### src/rtl/top_one_neuron.sv
// Single-neuron dot-product datapath: ROM read, operand push, multiply-accumulate.
// Optional macro ONE_NEURON_RELU_EN clamps negative results on mac_out to zero.
module top_one_neuron #(
  parameter int N_INPUTS = 16,
  parameter int DATA_W   = 8,
  parameter int ACC_W    = 18,
  parameter int W_EVEN   = 3,
  parameter int W_ODD    = -1
) (
  input  logic             clk,
  input  logic             reset,
  input  logic             push_en,
  input  logic             mac_en,
  input  logic             mem_en,
  output logic [ACC_W-1:0] mac_out
);

  localparam int AW   = $clog2(N_INPUTS + 1);
  localparam int PW   = 2 * DATA_W;
  localparam logic [AW-1:0] LAST = AW'(N_INPUTS);

  // Input ROM: x[i] = i + 1
  function automatic logic signed [DATA_W-1:0] rom_x(input logic [AW-1:0] a);
    return DATA_W'(32'(a) + 32'd1);
  endfunction

  // Weight ROM: alternating even/odd weights
  function automatic logic signed [DATA_W-1:0] rom_w(input logic [AW-1:0] a);
    if (a[0]) begin
      return DATA_W'(W_ODD);
    end else begin
      return DATA_W'(W_EVEN);
    end
  endfunction

  logic [AW-1:0]              addr_r;
  logic                       valid1_r;
  logic                       valid2_r;
  logic signed [DATA_W-1:0]   rd_x_r;
  logic signed [DATA_W-1:0]   rd_w_r;
  logic signed [DATA_W-1:0]   x_reg_r;
  logic signed [DATA_W-1:0]   w_reg_r;
  logic        [ACC_W-1:0]    acc_r;
  logic signed [PW-1:0]       prod_s;
  logic        [ACC_W-1:0]    prod_ext_s;

  // Product of the operand registers, sign-extended to accumulator width
  always_comb begin
    prod_s     = x_reg_r * w_reg_r;
    prod_ext_s = {{(ACC_W-PW){prod_s[PW-1]}}, prod_s};
  end

  // Stage 1: address counter saturates at N_INPUTS so no reads follow the last one
  always_ff @(posedge clk or posedge reset) begin
    if (reset) begin
      addr_r   <= '0;
      valid1_r <= 1'b0;
      rd_x_r   <= '0;
      rd_w_r   <= '0;
    end else if (mem_en && (addr_r < LAST)) begin
      rd_x_r   <= rom_x(addr_r);
      rd_w_r   <= rom_w(addr_r);
      valid1_r <= 1'b1;
      addr_r   <= addr_r + AW'(1);
    end else begin
      valid1_r <= 1'b0;
    end
  end

  // Stage 2: operand push; an item meeting a low enable is dropped
  always_ff @(posedge clk or posedge reset) begin
    if (reset) begin
      x_reg_r  <= '0;
      w_reg_r  <= '0;
      valid2_r <= 1'b0;
    end else if (push_en) begin
      x_reg_r  <= rd_x_r;
      w_reg_r  <= rd_w_r;
      valid2_r <= valid1_r;
    end else begin
      valid2_r <= 1'b0;
    end
  end

  // Stage 3: wrapping accumulate
  always_ff @(posedge clk or posedge reset) begin
    if (reset) begin
      acc_r <= '0;
    end else if (mac_en && valid2_r) begin
      acc_r <= acc_r + prod_ext_s;
    end else begin
      acc_r <= acc_r;
    end
  end

`ifdef ONE_NEURON_RELU_EN
  // Output ReLU: negative accumulator values read as zero
  always_comb begin
    if (acc_r[ACC_W-1]) begin
      mac_out = '0;
    end else begin
      mac_out = acc_r;
    end
  end
`else
  // Output is the raw two's-complement accumulator
  always_comb begin
    mac_out = acc_r;
  end
`endif

endmodule

### config.mk
export PLATFORM = sky130hd
export DESIGN_NAME = top_one_neuron
export DESIGN_NICKNAME = d
export VERILOG_FILES = /design/src/rtl/top_one_neuron.sv
export SDC_FILE = /design/constraint.sdc
export NUM_CORES = 1
export LEC_CHECK = 0
export BUFFER_PORTS_ARGS = -buffer_cell sky130_fd_sc_hd__buf_2
export CAP_MARGIN = 20
export CORE_MARGIN = 8
export CORE_UTILIZATION = 60
export CTS_BUF_LIST = sky130_fd_sc_hd__clkbuf_4 sky130_fd_sc_hd__clkbuf_8
export CTS_CLUSTER_DIAMETER = 120
export DETAILED_ROUTE_END_ITERATION = 8
export PLACE_DENSITY = 0.79
export SLEW_MARGIN = 15
export SYNTH_ARGS = -nofsm -noshare
export SYNTH_HDL_FRONTEND = slang
export SYNTH_SLANG_ARGS = --single-unit
### constraint.sdc
create_clock -name clk -period 11.9 [get_ports clk]
set_input_delay 2.38 -clock clk [delete_from_list [all_inputs] [get_ports clk]]
set_output_delay 2.38 -clock clk [all_outputs]
set_load 0.01 [all_outputs]
==> impl_metrics.tcl, run 1 <==
set metrics [dict create \
    drive_gt1_frac 0.101 \
    hold_depth 1 \
    syn_inst 411 \
    grt_pass1_vias 2854 \
    firstDrtPassIters 4 \
    syn_nets 499 \
    hold_path.class "reg -> reg" \
    cts_max_level 2 \
    grt_use_total 0.171 \
    startpoint_type "flop" \
    relSlewSlack 0.689 \
    fmax_mhz 160 \
    die-height_um 94.8 \
    dp_hpwl_um 5640 \
    synthTopCellsByArea "dfrtp_1 (24%), ha_1 (21%), fa_1 (10%)" \
    detail_route.wl_per_cell_um 14.1 \
    port_buffers 22 \
    tightest_slew_ns 0.467 \
    worstSetupEndpointType "flop" \
    clk_latency_ns 0.30 \
    synth_edf_count 0 \
    num_rows 28 \
    ys_warn_count 0 \
    synth-seq-cells 36 \
    clk_pin_slew_ns 0.09 \
    r2r_setup_slack_ns 5.65 \
    clock-root-buffer "clkbuf_8" \
    crit_fanout 11 \
    routed_wl_um 7170 \
    core_area_um2 5960 \
    grt_max_degree 38 \
    via_per_inst 5.59 \
    rr_worst_depth 25 \
    avgSynthCellArea_um2 9.07 \
    finalCritPeriodShare 0.525 \
    first_iter_violations 122 \
    finalMaxSlewViolations 0 \
    fin_skew_ns 0.0148 \
    num-nets-final 521 \
    cp.arrival_ns 6.48 \
    place_congestion 0.842 \
    antenna_found_initial 0 \
    post_cts_buffers 0 \
    fin_crit_ns 6.25 \
    netlist_area_um2 3730 \
    post-synth-top-area-fraction 0.242 \
    finalSetupViolations 0 \
    ctsResizeCount 0 \
    hold_violations 0 \
    crit_type "reg -> reg" \
    rsz0062_at_grt "false" \
    design.die.area_um2 8990 \
    worstPathRequired_ns 12.13 \
    ys_seq_area_frac 0.242 \
    maxCapViolCount 0 \
    globalRouteOverflowTotal 0 \
    cts_inserted_buffers 5 \
    synth_cell_type_count 47 \
    yosys-top-cells-count "ha_1 (64), inv_1 (55), dfrtp_1 (36)" \
    synthArstFlopShare 1.00 \
    fin_setup_tns_ns 0 \
    yosys.area.top_type "dfrtp_1" \
    yosysMostFrequentCell "ha_1" \
    num_vias 2843 \
    grt_pass1_wl_um 12400 \
    n_antenna_cell 0 \
    clock-sinks 36 \
    ant_nets 0 \
    start_util 0.626 \
    cts_hold_buffers 0 \
    area_delta_synth_final_pct 7.35 \
    status "finished clean" \
    fp.dieW_um 94.8 \
    cts_tree "built" \
    drc 0 \
    cts_buffer_depth 2 \
    ios 23 \
    synth_top_flop_cell "dfrtp_1" \
]
## critical path, cell delays in order (launching register included)
cell and delay, ns:
dfrtp_1 0.49, inv_1 0.30, nor2_1 0.09, ha_1 0.18
a21o_1 0.17, fa_1 0.55, inv_1 0.05, fa_1 0.46
fa_1 0.54, inv_1 0.04, ha_1 0.33, nor2b_1 0.15
o21ai_1 0.17, a21boi_1 0.11, o21ai_1 0.16, a21boi_1 0.10
o21a_1 0.21, o21a_1 0.18, o211ai_1 0.18, ha_1 0.35
a2111o_1 0.46, nor3_1 0.14, a21oi_1 0.11, or4_1 0.42
nand2_1 0.09, xor2_1 0.14
## cell usage in the layout (no fill, tap or decap), drive strengths merged, types with 3 or more instances in the layout
cell type,n
ha,64
o21a,9
nand3,3
and2,14
clkbuf,5
nor2b,5
fa,19
nand2b,3
a21oi,23
dfrtp,36
nor2,23
nor3,9
o21ai,26
buf,23
xor2,8
mux2,8
xnor2,17
inv,56
nand2,36
o31ai,4
o21bai,4
a21o,9
## path summary, 6_finish.rpt
check	from	endpoint
worst max register to register	w_reg_r[6]$_DFFE_PP0P_	mac_out[17]$_DFFE_PP0P_
max in group asynchronous	reset	mac_out[8]$_DFFE_PP0P_
worst min-delay path	valid1_r$_DFF_PP0_	valid2_r$_DFF_PP0_
worst max-delay path	w_reg_r[6]$_DFFE_PP0P_	mac_out[17]$_DFFE_PP0P_
worst min register to register	valid1_r$_DFF_PP0_	valid2_r$_DFF_PP0_
min in group asynchronous	reset	mac_out[14]$_DFFE_PP0P_
## flip-flops by register name (all words and copies together), names as in the netlist
signal and cells:
mac_out 18, x_reg_r 6, addr_r 4, rd_w_r 2
rd_x_r 2, w_reg_r 2, valid1_r 1, valid2_r 1
## area by class of cell
class | instances | area (um2)
Tap cell | 75 | 93.8
Timing Repair Buffer | 23 | 118
Fill cell | 500 | 1950
Inverter | 56 | 210
Clock inverter | 3 | 23.8
Sequential cell | 36 | 901
Clock buffer | 5 | 68.8
Multi-Input combinational cell | 311 | 2590
## metrics by stage
stage / utilization / std cells / cell area, um2 / worst slack, ns / hold WS (ns)
after detailed placement: 0.657 / 501 / 3910 / 5.72 / 0.452
after global placement: 0.657 / 501 / 3910 / 5.89 / 0.449
after CTS: 0.672 / 509 / 4000 / 5.67 / 0.472
after global routing: 0.672 / 509 / 4000 / 5.30 / 0.486
after floorplan: - / 411 / 3730 / 5.92 / 0.428
final: 0.672 / 509 / 4000 / 5.65 / 0.470
## layer usage
metal	vias up	wire length (um)	global-route usage
met2	34	3640	0.306
met4	0	87	0.0546
met1	1356	3260	0.202
met5	-	0	0
li1	1445	-	-
met3	8	192	0.0294
## cell families (layout without fill, tap and decap cells)
family,Yosys count,count (layout),share of synthesized area
AOI/OAI and AO/OA,92,92,0.160
xor gates and xnor gates,25,25,0.0587
adders and majority gates,83,83,0.317
buffers and inverters,64,87,0.0644
DFF,36,36,0.242
muxes,9,9,0.0268
and+or+nand+nor,102,102,0.132
Power of run 1 is left out: the tool's default activity adds up to more than one toggle a clock period on the data nets, which glitch-free logic cannot reach.
==> inputs of run 2 (changes only) <==
--- a/config.mk
+++ b/config.mk
@@ -8,11 +8,11 @@
 export BUFFER_PORTS_ARGS = -buffer_cell sky130_fd_sc_hd__buf_2
 export CAP_MARGIN = 20
 export CORE_MARGIN = 8
-export CORE_UTILIZATION = 60
+export CORE_UTILIZATION = 58
 export CTS_BUF_LIST = sky130_fd_sc_hd__clkbuf_4 sky130_fd_sc_hd__clkbuf_8
 export CTS_CLUSTER_DIAMETER = 120
 export DETAILED_ROUTE_END_ITERATION = 8
-export PLACE_DENSITY = 0.79
+export PLACE_DENSITY = 0.8
 export SLEW_MARGIN = 15
 export SYNTH_ARGS = -nofsm -noshare
 export SYNTH_HDL_FRONTEND = slang
==> constraint.sdc (replaced) <==
create_clock -name clk -period 5.7 [get_ports clk]
set_input_delay 1.14 -clock clk [delete_from_list [all_inputs] [get_ports clk]]
set_output_delay 1.14 -clock clk [all_outputs]
set_load 0.01 [all_outputs]
==> run 2 against run 1 <==
The run now ends with negative setup slack left. Core utilization grew 2.5 points. Non-clock buffer count grew 33. Design area grew 9.3%. Global-route usage grew 1.6 points. Largest cell class unchanged. Highest routed layer unchanged.
==> impl_metrics.tcl, run 2 (synthesized netlist as in run 1, its figures left out) <==
set metrics [dict create \
    status "finished with violations" \
    violations "negative setup slack" \
    finalSetupViolations 1 \
    maxCapViolCount 0 \
    crit_type "reg -> reg" \
    antenna_found_initial 0 \
    fin_crit_ns 5.70 \
    area_delta_synth_final_pct 17.3 \
    largest_reg_flops 18 \
    ant_nets 0 \
    cts_buffer_depth 2 \
    cts_tree "built" \
    hold_path.class "reg -> reg" \
    startpoint_type "flop" \
    clk_pin_slew_ns 0.09 \
    dp_hpwl_um 6040 \
    mostFrequentLayoutCells "ha_1 (59), inv_1 (52), nand2_1 (35), buf_4 (34), dfrtp_1 (31)" \
    finalMaxSlewViolations 0 \
    drc 0 \
    clock-root-buffer "clkbuf_8" \
    drive_gt1_frac 0.221 \
    met2_length_um 4150 \
    n_antenna_cell 0 \
    routed_wl_um 8060 \
    worstPathRequired_ns 5.93 \
    die-height_um 96.2 \
    rsz0062_at_grt "true" \
    drt-met1-wl_um 3530 \
    rr_worst_depth 25 \
    final_core_util 0.697 \
    detail_route.wl_per_cell_um 14.8 \
    layout_setup_ws_ns -0.00494 \
    placed_area_um2 4110 \
    hold_depth 1 \
    ios 23 \
    cts_inserted_buffers 5 \
    grt_max_degree 38 \
    cts_hold_buffers 0 \
    fin_area_um2 4370 \
    grt_pass1_wl_um 13600 \
    crit_fanout 5 \
    cts_max_level 2 \
    grt_use_total 0.186 \
    critPathCapture "mac_out[17]$_DFFE_PP0P_" \
    clock-sinks 36 \
    pre_cts_ws_ns -0.169 \
    relSlewSlack 0.687 \
    worstSetupEndpointType "flop" \
    fp.dieW_um 96.2 \
    r2r-start "x_reg_r[2]$_DFFE_PP0P_" \
    cp.arrival_ns 5.94 \
    fin_skew_ns 0.0116 \
    firstDrtPassIters 4 \
    clk_latency_ns 0.30 \
    layout_commonest_cell "ha_1" \
    first_iter_violations 132 \
    cp-startpoint "x_reg_r[2]$_DFFE_PP0P_" \
    hold_violations 0 \
    num-nets-final 554 \
    start_util 0.594 \
    highest_layer "met4" \
    grt_pass1_vias 3099 \
    num_rows 29 \
    num_vias 3024 \
    r2r_end "mac_out[17]$_DFFE_PP0P_" \
    tightest_slew_ns 0.469 \
    core_area_um2 6280 \
    met3WireLength_um 187 \
    finalCritPeriodShare 1.00 \
    place_congestion 0.904 \
    r2r_setup_slack_ns -0.005 \
    fmax_mhz 175 \
    via_per_inst 5.56 \
    port_buffers 22 \
    design.die.area_um2 9250 \
    globalRouteOverflowTotal 0 \
]
-- run 2: cell count changes in the layout (fill, tap and decap cells not counted), moves of 4 or more --
cell	change
dfrtp_1	-5
dfrtp_2	+5
ha_1	-5
buf_4	+33
ha_4	+4
-- run 2: worst max-delay path, stage by stage, from the launching register on --
cell and delay (ns):
dfrtp_2 0.49, xnor2_2 0.14, nor2_1 0.06, ha_2 0.16
a21o_1 0.17, fa_1 0.54, inv_1 0.05, fa_1 0.46
fa_1 0.53, inv_2 0.05, ha_4 0.23, nor2b_2 0.15
o21ai_2 0.15, a21boi_2 0.09, o21ai_2 0.19, a21boi_2 0.09
o21a_1 0.20, o2111ai_1 0.18, o211ai_1 0.12, ha_1 0.33
a2111o_1 0.41, nor3_2 0.11, a21oi_1 0.09, or4_1 0.40
nand2_1 0.09, xor2_1 0.16
-- run 2: cell type report --
| type | instances | area [um2] |
|---|---|---|
| clock inverter | 3 | 23.8 |
| multi-input combinational | 311 | 2700 |
| tap | 77 | 96.3 |
| inverter | 56 | 210 |
| sequential | 36 | 907 |
| timing repair buffer | 56 | 365 |
| clock buffer | 5 | 68.8 |
| fill | 478 | 1900 |
-- run 2: worst min path at each step --
stage	start	to	slack (ns)
after floorplan	rd_w_r[1]$_DFFE_PP0P_	rd_w_r[1]$_DFFE_PP0P_	0.43
after global placement	rd_w_r[1]$_DFFE_PP0P_	rd_w_r[1]$_DFFE_PP0P_	0.45
after detailed placement	rd_w_r[1]$_DFFE_PP0P_	rd_w_r[1]$_DFFE_PP0P_	0.46
after CTS	rd_w_r[1]$_DFFE_PP0P_	rd_w_r[1]$_DFFE_PP0P_	0.48
after global routing	rd_w_r[1]$_DFFE_PP0P_	rd_w_r[1]$_DFFE_PP0P_	0.49
final	rd_w_r[1]$_DFFE_PP0P_	rd_w_r[1]$_DFFE_PP0P_	0.48
-- run 2: per-stage QoR --
step | instances | TNS, ns | hold WS [ns]
floorplan | 411 | 0 | 0.428
global placement | 525 | 0 | 0.449
detailed placement | 525 | -0.169 | 0.464
CTS | 543 | -0.0429 | 0.483
global route | 544 | -0.641 | 0.491
finish | 544 | -0.00494 | 0.483
-- run 2: what timing repair did --
| action | in CTS | in global routing |
|---|---|---|
| gates resized for setup | 11 | 11 |
| buffers inserted | 10 | 1 |
| cloned | 0 | 0 |
| setup endpoints to repair | 1 | 5 |
| pin swaps | 12 | 6 |
| endpoints found under the hold margin | 0 | 0 |
-- run 2: metal layers --
layer / vias to the layer above / global-route usage
met5: - / 0
met2: 45 / 0.329
met4: 0 / 0.0819
met1: 1456 / 0.219
li1: 1507 / -
met3: 16 / 0.0281
Power of run 2 is left out for the same reason.
